## config.mk

```make
export PLATFORM = sky130hd
export DESIGN_NAME = icache_direct_flat
export DESIGN_NICKNAME = d
export VERILOG_FILES = /design/src/rtl/icache_direct_if.sv /design/src/rtl/icache_direct.sv /design/src/flat_wrapper.sv
export SDC_FILE = /design/constraint.sdc
export NUM_CORES = 2
export LEC_CHECK = 0
export ABC_AREA = 1
export CAP_MARGIN = 40
export CELL_PAD_IN_SITES_DETAIL_PLACEMENT = 1
export CELL_PAD_IN_SITES_GLOBAL_PLACEMENT = 2
export CORE_MARGIN = 1.5
export CORE_UTILIZATION = 41
export CTS_CLUSTER_DIAMETER = 60
export DETAILED_ROUTE_END_ITERATION = 12
export GPL_TIMING_DRIVEN = 1
export PLACE_DENSITY = 0.71
export SYNTH_ARGS = -nofsm -noshare
export SYNTH_HDL_FRONTEND = slang
export SYNTH_SLANG_ARGS = --single-unit
```

## constraint.sdc

```tcl
create_clock -name clk -period 9.45 [get_ports clk]
set_input_delay 0.945 -clock clk [delete_from_list [all_inputs] [get_ports clk]]
set_output_delay 0.945 -clock clk [all_outputs]
set_load 0.01 [all_outputs]
```

## src/rtl/icache_direct_if.sv

```systemverilog
// rtl/icache_direct_if.sv - fetch-side and memory-controller-side signal bundle for icache_direct
interface icache_direct_if #(
  parameter int ADDR_W = 32
);
  logic              iIF_en;
  logic [ADDR_W-1:0] iIF_addr;
  logic              iIF_flush;
  logic              oIF_valid;
  logic [31:0]       oIF_inst;
  logic              oIF_busy;
  logic              oMC_en;
  logic [ADDR_W-1:0] oMC_addr;
  logic              iMC_done;
  logic [31:0]       iMC_inst;

  modport slave (
    input  iIF_en, iIF_addr, iIF_flush, iMC_done, iMC_inst,
    output oIF_valid, oIF_inst, oIF_busy, oMC_en, oMC_addr
  );

  modport master (
    output iIF_en, iIF_addr, iIF_flush, iMC_done, iMC_inst,
    input  oIF_valid, oIF_inst, oIF_busy, oMC_en, oMC_addr
  );
endinterface

```

## src/rtl/icache_direct.sv

```systemverilog
// rtl/icache_direct.sv - direct-mapped read-only instruction cache, one word per line
// Optional hit/miss counters enabled with ICACHE_STAT_EN.
module icache_direct #(
  parameter int INDEX_W = 6,
  parameter int ADDR_W  = 32
) (
  input  logic                  clk,
  input  logic                  rst,
  input  logic                  rdy,
  icache_direct_if.slave        bus
`ifdef ICACHE_STAT_EN
  ,
  output logic [31:0]           oSTAT_hit,
  output logic [31:0]           oSTAT_miss
`endif
);
  localparam int TAG_W = ADDR_W - INDEX_W - 2;
  localparam int LINES = 1 << INDEX_W;

  typedef enum logic [1:0] {
    IDLE   = 2'd0,
    LOOKUP = 2'd1,
    MISS   = 2'd2
  } state_t;

  state_t             state;
  logic [INDEX_W-1:0] req_index;
  logic [TAG_W-1:0]   req_tag;
  logic               cancel;
  logic [LINES-1:0]   valid_bits;
  logic [TAG_W-1:0]   tag_mem  [LINES];
  logic [31:0]        data_mem [LINES];
  logic               rd_valid;
  logic [TAG_W-1:0]   rd_tag;
  logic [31:0]        rd_data;

  logic [INDEX_W-1:0] acc_index;
  logic [TAG_W-1:0]   acc_tag;
  logic               lookup_hit;

  assign acc_index  = bus.iIF_addr[INDEX_W+1:2];
  assign acc_tag    = bus.iIF_addr[ADDR_W-1:INDEX_W+2];
  assign lookup_hit = rd_valid && (rd_tag == req_tag);

  always_ff @(posedge clk) begin
    if (rst) begin
      state         <= IDLE;
      req_index     <= '0;
      req_tag       <= '0;
      cancel        <= 1'b0;
      valid_bits    <= '0;
      rd_valid      <= 1'b0;
      rd_tag        <= '0;
      rd_data       <= '0;
      bus.oIF_valid <= 1'b0;
      bus.oIF_inst  <= '0;
      bus.oIF_busy  <= 1'b0;
      bus.oMC_en    <= 1'b0;
      bus.oMC_addr  <= '0;
`ifdef ICACHE_STAT_EN
      oSTAT_hit     <= '0;
      oSTAT_miss    <= '0;
`endif
    end else if (rdy) begin
      // rdy low freezes everything, which also stretches an oIF_valid pulse
      bus.oIF_valid <= 1'b0;
      case (state)
        IDLE: begin
          if (bus.iIF_en && !bus.iIF_flush) begin
            req_index    <= acc_index;
            req_tag      <= acc_tag;
            rd_valid     <= valid_bits[acc_index];
            rd_tag       <= tag_mem[acc_index];
            rd_data      <= data_mem[acc_index];
            cancel       <= 1'b0;
            bus.oIF_busy <= 1'b1;
            state        <= LOOKUP;
          end
        end
        LOOKUP: begin
`ifdef ICACHE_STAT_EN
          if (lookup_hit) oSTAT_hit <= oSTAT_hit + 32'd1;
          else            oSTAT_miss <= oSTAT_miss + 32'd1;
`endif
          if (bus.iIF_flush) begin
            bus.oIF_busy <= 1'b0;
            state        <= IDLE;
          end else if (lookup_hit) begin
            bus.oIF_valid <= 1'b1;
            bus.oIF_inst  <= rd_data;
            bus.oIF_busy  <= 1'b0;
            state         <= IDLE;
          end else begin
            bus.oMC_en   <= 1'b1;
            bus.oMC_addr <= {req_tag, req_index, 2'b00};
            state        <= MISS;
          end
        end
        MISS: begin
          // The transfer always completes and fills the line; a flush only mutes delivery
          if (bus.iMC_done) begin
            data_mem[req_index]   <= bus.iMC_inst;
            tag_mem[req_index]    <= req_tag;
            valid_bits[req_index] <= 1'b1;
            bus.oMC_en            <= 1'b0;
            bus.oIF_busy          <= 1'b0;
            state                 <= IDLE;
            if (!cancel && !bus.iIF_flush) begin
              bus.oIF_valid <= 1'b1;
              bus.oIF_inst  <= bus.iMC_inst;
            end
          end else if (bus.iIF_flush) begin
            cancel <= 1'b1;
          end
        end
        default: state <= IDLE;
      endcase
    end
  end
endmodule

```

## src/flat_wrapper.sv

```systemverilog
// flat-port wrapper written by rule: the top's interface ports become plain ports
module icache_direct_flat 
#(
  parameter int INDEX_W = 6,
  parameter int ADDR_W  = 32
)
  (clk, rst, rdy, bus_iIF_en, bus_iIF_addr, bus_iIF_flush, bus_iMC_done, bus_iMC_inst, bus_oIF_valid, bus_oIF_inst, bus_oIF_busy, bus_oMC_en, bus_oMC_addr);
  icache_direct_if #(.ADDR_W(ADDR_W)) bus_i ();
  input  logic clk;
  input  logic rst;
  input  logic rdy;
  input wire logic [$bits(bus_i.iIF_en)-1:0] bus_iIF_en;
  input wire logic [$bits(bus_i.iIF_addr)-1:0] bus_iIF_addr;
  input wire logic [$bits(bus_i.iIF_flush)-1:0] bus_iIF_flush;
  input wire logic [$bits(bus_i.iMC_done)-1:0] bus_iMC_done;
  input wire logic [$bits(bus_i.iMC_inst)-1:0] bus_iMC_inst;
  output wire logic [$bits(bus_i.oIF_valid)-1:0] bus_oIF_valid;
  output wire logic [$bits(bus_i.oIF_inst)-1:0] bus_oIF_inst;
  output wire logic [$bits(bus_i.oIF_busy)-1:0] bus_oIF_busy;
  output wire logic [$bits(bus_i.oMC_en)-1:0] bus_oMC_en;
  output wire logic [$bits(bus_i.oMC_addr)-1:0] bus_oMC_addr;
  assign bus_i.iIF_en = bus_iIF_en;
  assign bus_i.iIF_addr = bus_iIF_addr;
  assign bus_i.iIF_flush = bus_iIF_flush;
  assign bus_i.iMC_done = bus_iMC_done;
  assign bus_i.iMC_inst = bus_iMC_inst;
  assign bus_oIF_valid = bus_i.oIF_valid;
  assign bus_oIF_inst = bus_i.oIF_inst;
  assign bus_oIF_busy = bus_i.oIF_busy;
  assign bus_oMC_en = bus_i.oMC_en;
  assign bus_oMC_addr = bus_i.oMC_addr;
  icache_direct #(.INDEX_W(INDEX_W), .ADDR_W(ADDR_W)) u_core (.clk(clk), .rst(rst), .rdy(rdy), .bus(bus_i));
endmodule
```

# Yosys cells after proc, flatten, opt, wreduce, memory -nomap -nowiden
# Memory sizes are Yosys's and may differ from the RTL's. A register that Yosys moved wholly into a read port is not among the register bits.
# Index checks and enable logic that the tools add are counted.
word_totals:
  ff_bits: 163
  rom_bits: 0
  ramBits: 3584
  latchBits: 0
  n_memories: 2
  in_bits: 70
  out_inout_bits: 67
memory_table:
  columns: ["memory", "depth", "word_bits", "read_ports", "rd_ports_with_merged_regs", "wr", "line_no", "source"]
  rows:
  - ["u_core.data_mem", 64, 32, 1, 1, 1, "icache_direct.sv:32", "logic [31:0] data_mem [LINES];"]
  - ["u_core.tag_mem", 64, 24, 1, 1, 1, "icache_direct.sv:31", "logic [TAG_W-1:0] tag_mem [LINES];"]
classes:
  n_reduce_logical: 18
  bitwise_logic: 3
  mul: 0
  eq_ne: 12
  n_mux: 36
  magnitude_cmp: 3
  shift: 0
  n_addsub: 0
  div_mod_pow: 0
op_table:
  columns: ["op", "count"]
  rows:
  - ["two-way mux 32 bit", 4]
  - ["bitwise OR 64 bit", 1]
  - ["case mux 32 bit (2 select lines)", 1]
  - ["== test 24 bit", 1]
  - ["two-way mux 1 bit", 20]
  - ["AND reduction 5 bit", 3]
  - ["< comparator 6 x 7 -> 1 bit, second input constant", 2]
  - ["inequality test 2 bit, second input constant", 5]
  - ["AND reduction 3 bit", 3]
  - ["two-way mux 2 bit", 4]
  - ["binary-select mux 1 bit (select 6 bit)", 1]
  - ["demux 1 bit (select 6 bit)", 1]
  - [">= comparator 6 x 1 -> 1 bit, second input constant", 1]
  - ["inequality test 2 x 1 -> 1 bit, second input constant", 3]
  - ["case mux 1 bit (2 select lines)", 3]
  - ["case mux 2 bit (3 select lines)", 1]
  - ["AND reduction 6 bit", 1]
  - ["logical AND 1 bit", 4]
  - ["AND reduction 4 bit", 1]
  - ["nonzero test 2 bit", 2]
  - ["inequality test 3 x 2 -> 1 bit, second input constant", 1]
  - ["case mux 1 bit (3 select lines)", 1]
  - ["nonzero test 3 bit", 1]
  - ["== test 2 x 1 -> 1 bit, second input constant", 1]
  - ["4 further kinds", 6]

# Longest topological paths before layout
logic_depth:
  ltp_word: 5
  mapped_depth: 14

# Least setup slack after synthesis
# OpenSTA, ideal clock, no wires.
synth_timing:
  path_kind: "input to register"
  startpoint: "input port rst"
  endpoint: "memory u_core.data_mem[13][0] (enable)"
  t_required_ns: 8.980
  slack_ns: 4.765
  stages: 7
  arrival_ns: 4.215
  cell_sequence: "clkbuf_1 clkinv_1 nand3_1 nor2_1 nand3_1 clkbuf_1 nor2_1"
synth_via:
  elab_chain_cells: 2
synth_lines:
  columns: ["item", "line_no", "source"]
  rows:
  - ["from (decl)", "flat_wrapper.sv:10", "input logic rst;"]
  - ["two-way mux 1 bit", "icache_direct.sv:46", "if (rst) begin"]
  - ["two-way mux 1 bit (implied by the code)", "icache_direct.sv:102", "data_mem[req_index] <= bus.iMC_inst;"]
  - ["to (decl)", "icache_direct.sv:32", null]
# No other way between the ends.

# Worst setup path after layout
layout_timing:
  startpoint: "register u_core.state[0]"
  endpoint: "memory u_core.data_mem[55][22] (enable)"
layout_via:
  elab_chain_cells: 5
layout_lines:
  columns: ["item", "line_no", "source"]
  rows:
  - ["from (decl)", "icache_direct.sv:26", "state_t state;"]
  - ["from (signal assigned)", "icache_direct.sv:47", "state <= IDLE;"]
  - ["from (signal assigned)", "icache_direct.sv:77", "state <= LOOKUP;"]
  - ["from (signal assigned)", "icache_direct.sv:87", "state <= IDLE;"]
  - ["== test 2 bit", "icache_direct.sv:67", "case (state)"]
  - ["two-way mux 1 bit", "icache_direct.sv:67", null]
  - ["two-way mux 1 bit", "icache_direct.sv:64", "end else if (rdy) begin"]
  - ["two-way mux 1 bit", "icache_direct.sv:46", null]
  - ["two-way mux 1 bit (implied by the code)", "icache_direct.sv:102", null]
# No other way between the ends.

==> qor.yml <==
logic_synthesis:
  yosys_warnings: 0
  synth.area.top_cells: "edfxtp_1 (72%), o21ai_0 (4.9%), nor2_1 (4.7%), nand2_1 (3.9%), o22ai_1 (3.3%)"
  yosysSeqAreaShare_pct: 74.8
  syn-cell-area_um2: 150000
  yosysTopAreaCellShare_pct: 71.9
  ys_ff_latch: 3803
  synth_top_area_cell: "edfxtp_1"
  synth_cell_types: 28
  syn_inst: 12100
  async_reset_ff_share_pct: 0
  ys.flop_type: "edfxtp_1"
  synth-edff-count: 3584
  syn_avg_cell_area_um2: 12.4
flow_run:
  timing.max_cap.violations: 0
timing:
  slew_violations: 0
  max_freq_mhz: 226
  finalSetupTns_ns: 0
  rsz0062_at_grt: "false"
  hold_viol: 0
  clock_skew_ns: 0.0347
  holdWs_ns: 0.248
  maxSlewHeadroom_pct: 20.1
  fin_crit_sh_pct: 46.9
  setup_viol: 0
  tightest_slew_ns: 1.20
  fin_crit_ns: 4.43
  setup_slack_ns: 5.02
floorplan:
  dieHeight_um: 607
  ios: 137
  die_w_um: 607
  rows: 221
  start_util_pct: 41.3
  die_area_um2: 369000
  fp.coreArea_um2: 363000
critical_path:
  cp_num_cells: 11
  rrSetupSlack_ns: 5.02
  worstSetupEndpointType: "flop"
  startpoint_type: "flop"
  startpoint: "u_core.state[0]"
  worst_ep_required_time_ns: 10.02
  path_max_fanout: 32
  path_class: "flop to flop"
  r2r-start: "u_core.state[0]"
  worstSetupEndpoint: "u_core.data_mem[55][22]"
  r2r_end: "u_core.data_mem[55][22]"
  r2r_cells: 11
  worst_ep_arrival_time_ns: 5.00
  crit_family: "buffers and inverters"
  worstPathCellList: "inv_1 -> ha_4 -> nand2_1 -> inv_1 -> nand3_1 -> nor2_1 -> nand3_2 -> buf_12 -> nor2_4 -> buf_4 -> buf_4"
  cp_slowest_cell: "buf_4"
  path_buf_inv: 5
  slowest_delay_ns: 0.80
placed_design:
  gp_congestion: 0.788
  dpl-instance-area_um2: 158000
  port_buffers: 132
  hpwl_um: 283000
  place_inst: 16500
  pre_cts_ws_ns: 4.35
routing:
  first_pass_iters: 5
  drt_iter0_drc: 11200
  wl_um: 531000
  vias: 103000
  vias_per_cell: 5.96
  wl_per_cell_um: 30.7
  ant_nets: 0
  drc_errors: 0
final_layout:
  fin_area_um2: 171000
  drive_gt1_share_pct: 8.96
  syn_to_final_growth_pct: 14.4
  nets: 12200
  utilization_pct: 47.2
  layout.cells.non_filler: 17300
clocking:
  cts_tree: "done"
  cts_resized: 0
  postCtsHoldBufs: 0
  worstSkewPairLatency_ns: 0.98
  clk_pin_slew_ns: 0.06
  cts_root_buf: "clkbuf_16"
  clkSinkCount: 3803
  postCtsSetupBuffers: 0
  clock_path_buffers: 4
  htreeDepth: 5
  cts_made_buffers: 414
status:
  status: "completed"
power:
  leakage_nw: 55.9
  power_density_nw_per_um2: 216
  power_mw: 36.9
  irDropWorstVdd_mv: 0.146
global_route:
  grt_pass1_wl_um: 755000
  grt_max_degree: 212
  grt_overflow: 0
  grt.total_usage_pct: 28.1
  grt_antenna_before_repair: 25
  grt_pass1_vias: 105000
worst_hold_path:
  hold_class: "input pin to flop"
metal layers:
| layer | wire length (um) | global-route usage, % | share of wire (%) |
|---|---|---|---|
| met3 | 36600 | 3.83 | 6.9 |
| met4 | 18700 | 9.37 | 3.5 |
| met2 | 248000 | 45.5 | 47 |
| met1 | 228000 | 39.1 | 43 |
| met5 | 12 | 0 | 0.0023 |
cell usage after synthesis, types with 4 or more instances:
master    number
o21ai_1      314
o21ai_0     1474
inv_2          5
o22ai_1      799
buf_1         54
buf_6          9
clkbuf_1     449
buf_4         25
nand4_1       30
inv_1        147
edfxtp_1    3584
ha_1           4
nor2_1      1885
dfxtp_1      219
buf_2        341
nand3_1      965
a21oi_1      254
nand2_1     1546
worst register-to-register path: cells and delay by family, from the launching register on:
kind | cells | cell delay, ns
AND/OR/NAND/NOR | 5 | 1.17
buffers and inverters | 5 | 1.93
adder cells (fa/ha/maj) | 1 | 0.53
flip-flops | 1 | 0.36
cells by family after synthesis:
family / share of synthesized area (%)
and+or+nand+nor: 12.0
buffers and inverters: 2.99
xor gates and xnor gates: 0.0117
AOI/OAI and AO/OA: 10.2
adders and majority gates: 0.0334
DFF: 74.8
other: 0.00250
cell usage in the layout (no fill, tap or decap), drive strengths merged:
master / count
edfxtp: 3584
conb: 2
o21ai: 1788
a21oi: 254
nand2: 1546
a31oi: 1
clkinv: 170
clkinvlp: 17
buf: 393
nor3: 2
xnor2: 2
inv: 168
bufinv: 39
nor2: 1886
ha: 4
nand3: 965
a211oi: 1
nand4: 30
diode: 13
o22ai: 799
clkdlybuf4s50: 93
clkbuf: 533
dfxtp: 219
worst min-delay path by stage:
stage                                        end  slack (ns)  depth (start not counted)                  start
final                     u_core.data_mem[1][22]        0.25                          1       bus_iMC_inst[22]
after global placement     u_core.valid_bits[54]        0.43                          2  u_core.valid_bits[54]
after global routing      u_core.data_mem[1][22]        0.22                          1       bus_iMC_inst[22]
after floorplan            u_core.valid_bits[10]        0.42                          2  u_core.valid_bits[10]
after detailed placement    u_core.valid_bits[9]        0.44                          2   u_core.valid_bits[9]
after CTS                 u_core.data_mem[1][22]        0.18                          1       bus_iMC_inst[22]
cell type report:
type,instances,area (um^2)
fill,36700,192000
sequential,3803,112000
multi-input combinational,7280,33800
clock buffer,532,11300
tap,4794,6000
timing repair buffer,487,5130
clock inverter,239,2310
inverter,155,643
antenna,13,32.5
state kept, by name (all words and copies together), names as in the netlist, 2 cells and up:
| signal | cells |
|---|---|
| u_core.bus.oIF_inst | 32 |
| u_core.rd_data | 32 |
| u_core.tag_mem | 1536 |
| u_core.state | 2 |
| u_core.req_index | 6 |
| u_core.req_tag | 24 |
| u_core.valid_bits | 64 |
| u_core.bus.oMC_addr | 30 |
| u_core.rd_tag | 24 |
| u_core.data_mem | 2048 |
where the power goes:
group	internal, mW	switching (mW)	total [mW]
sequential	18.5	0.0361	18.5
clock	9.52	6.80	16.3
combinational	0.515	1.60	2.11
No activity file was read; power rests on OpenSTA's default activity.
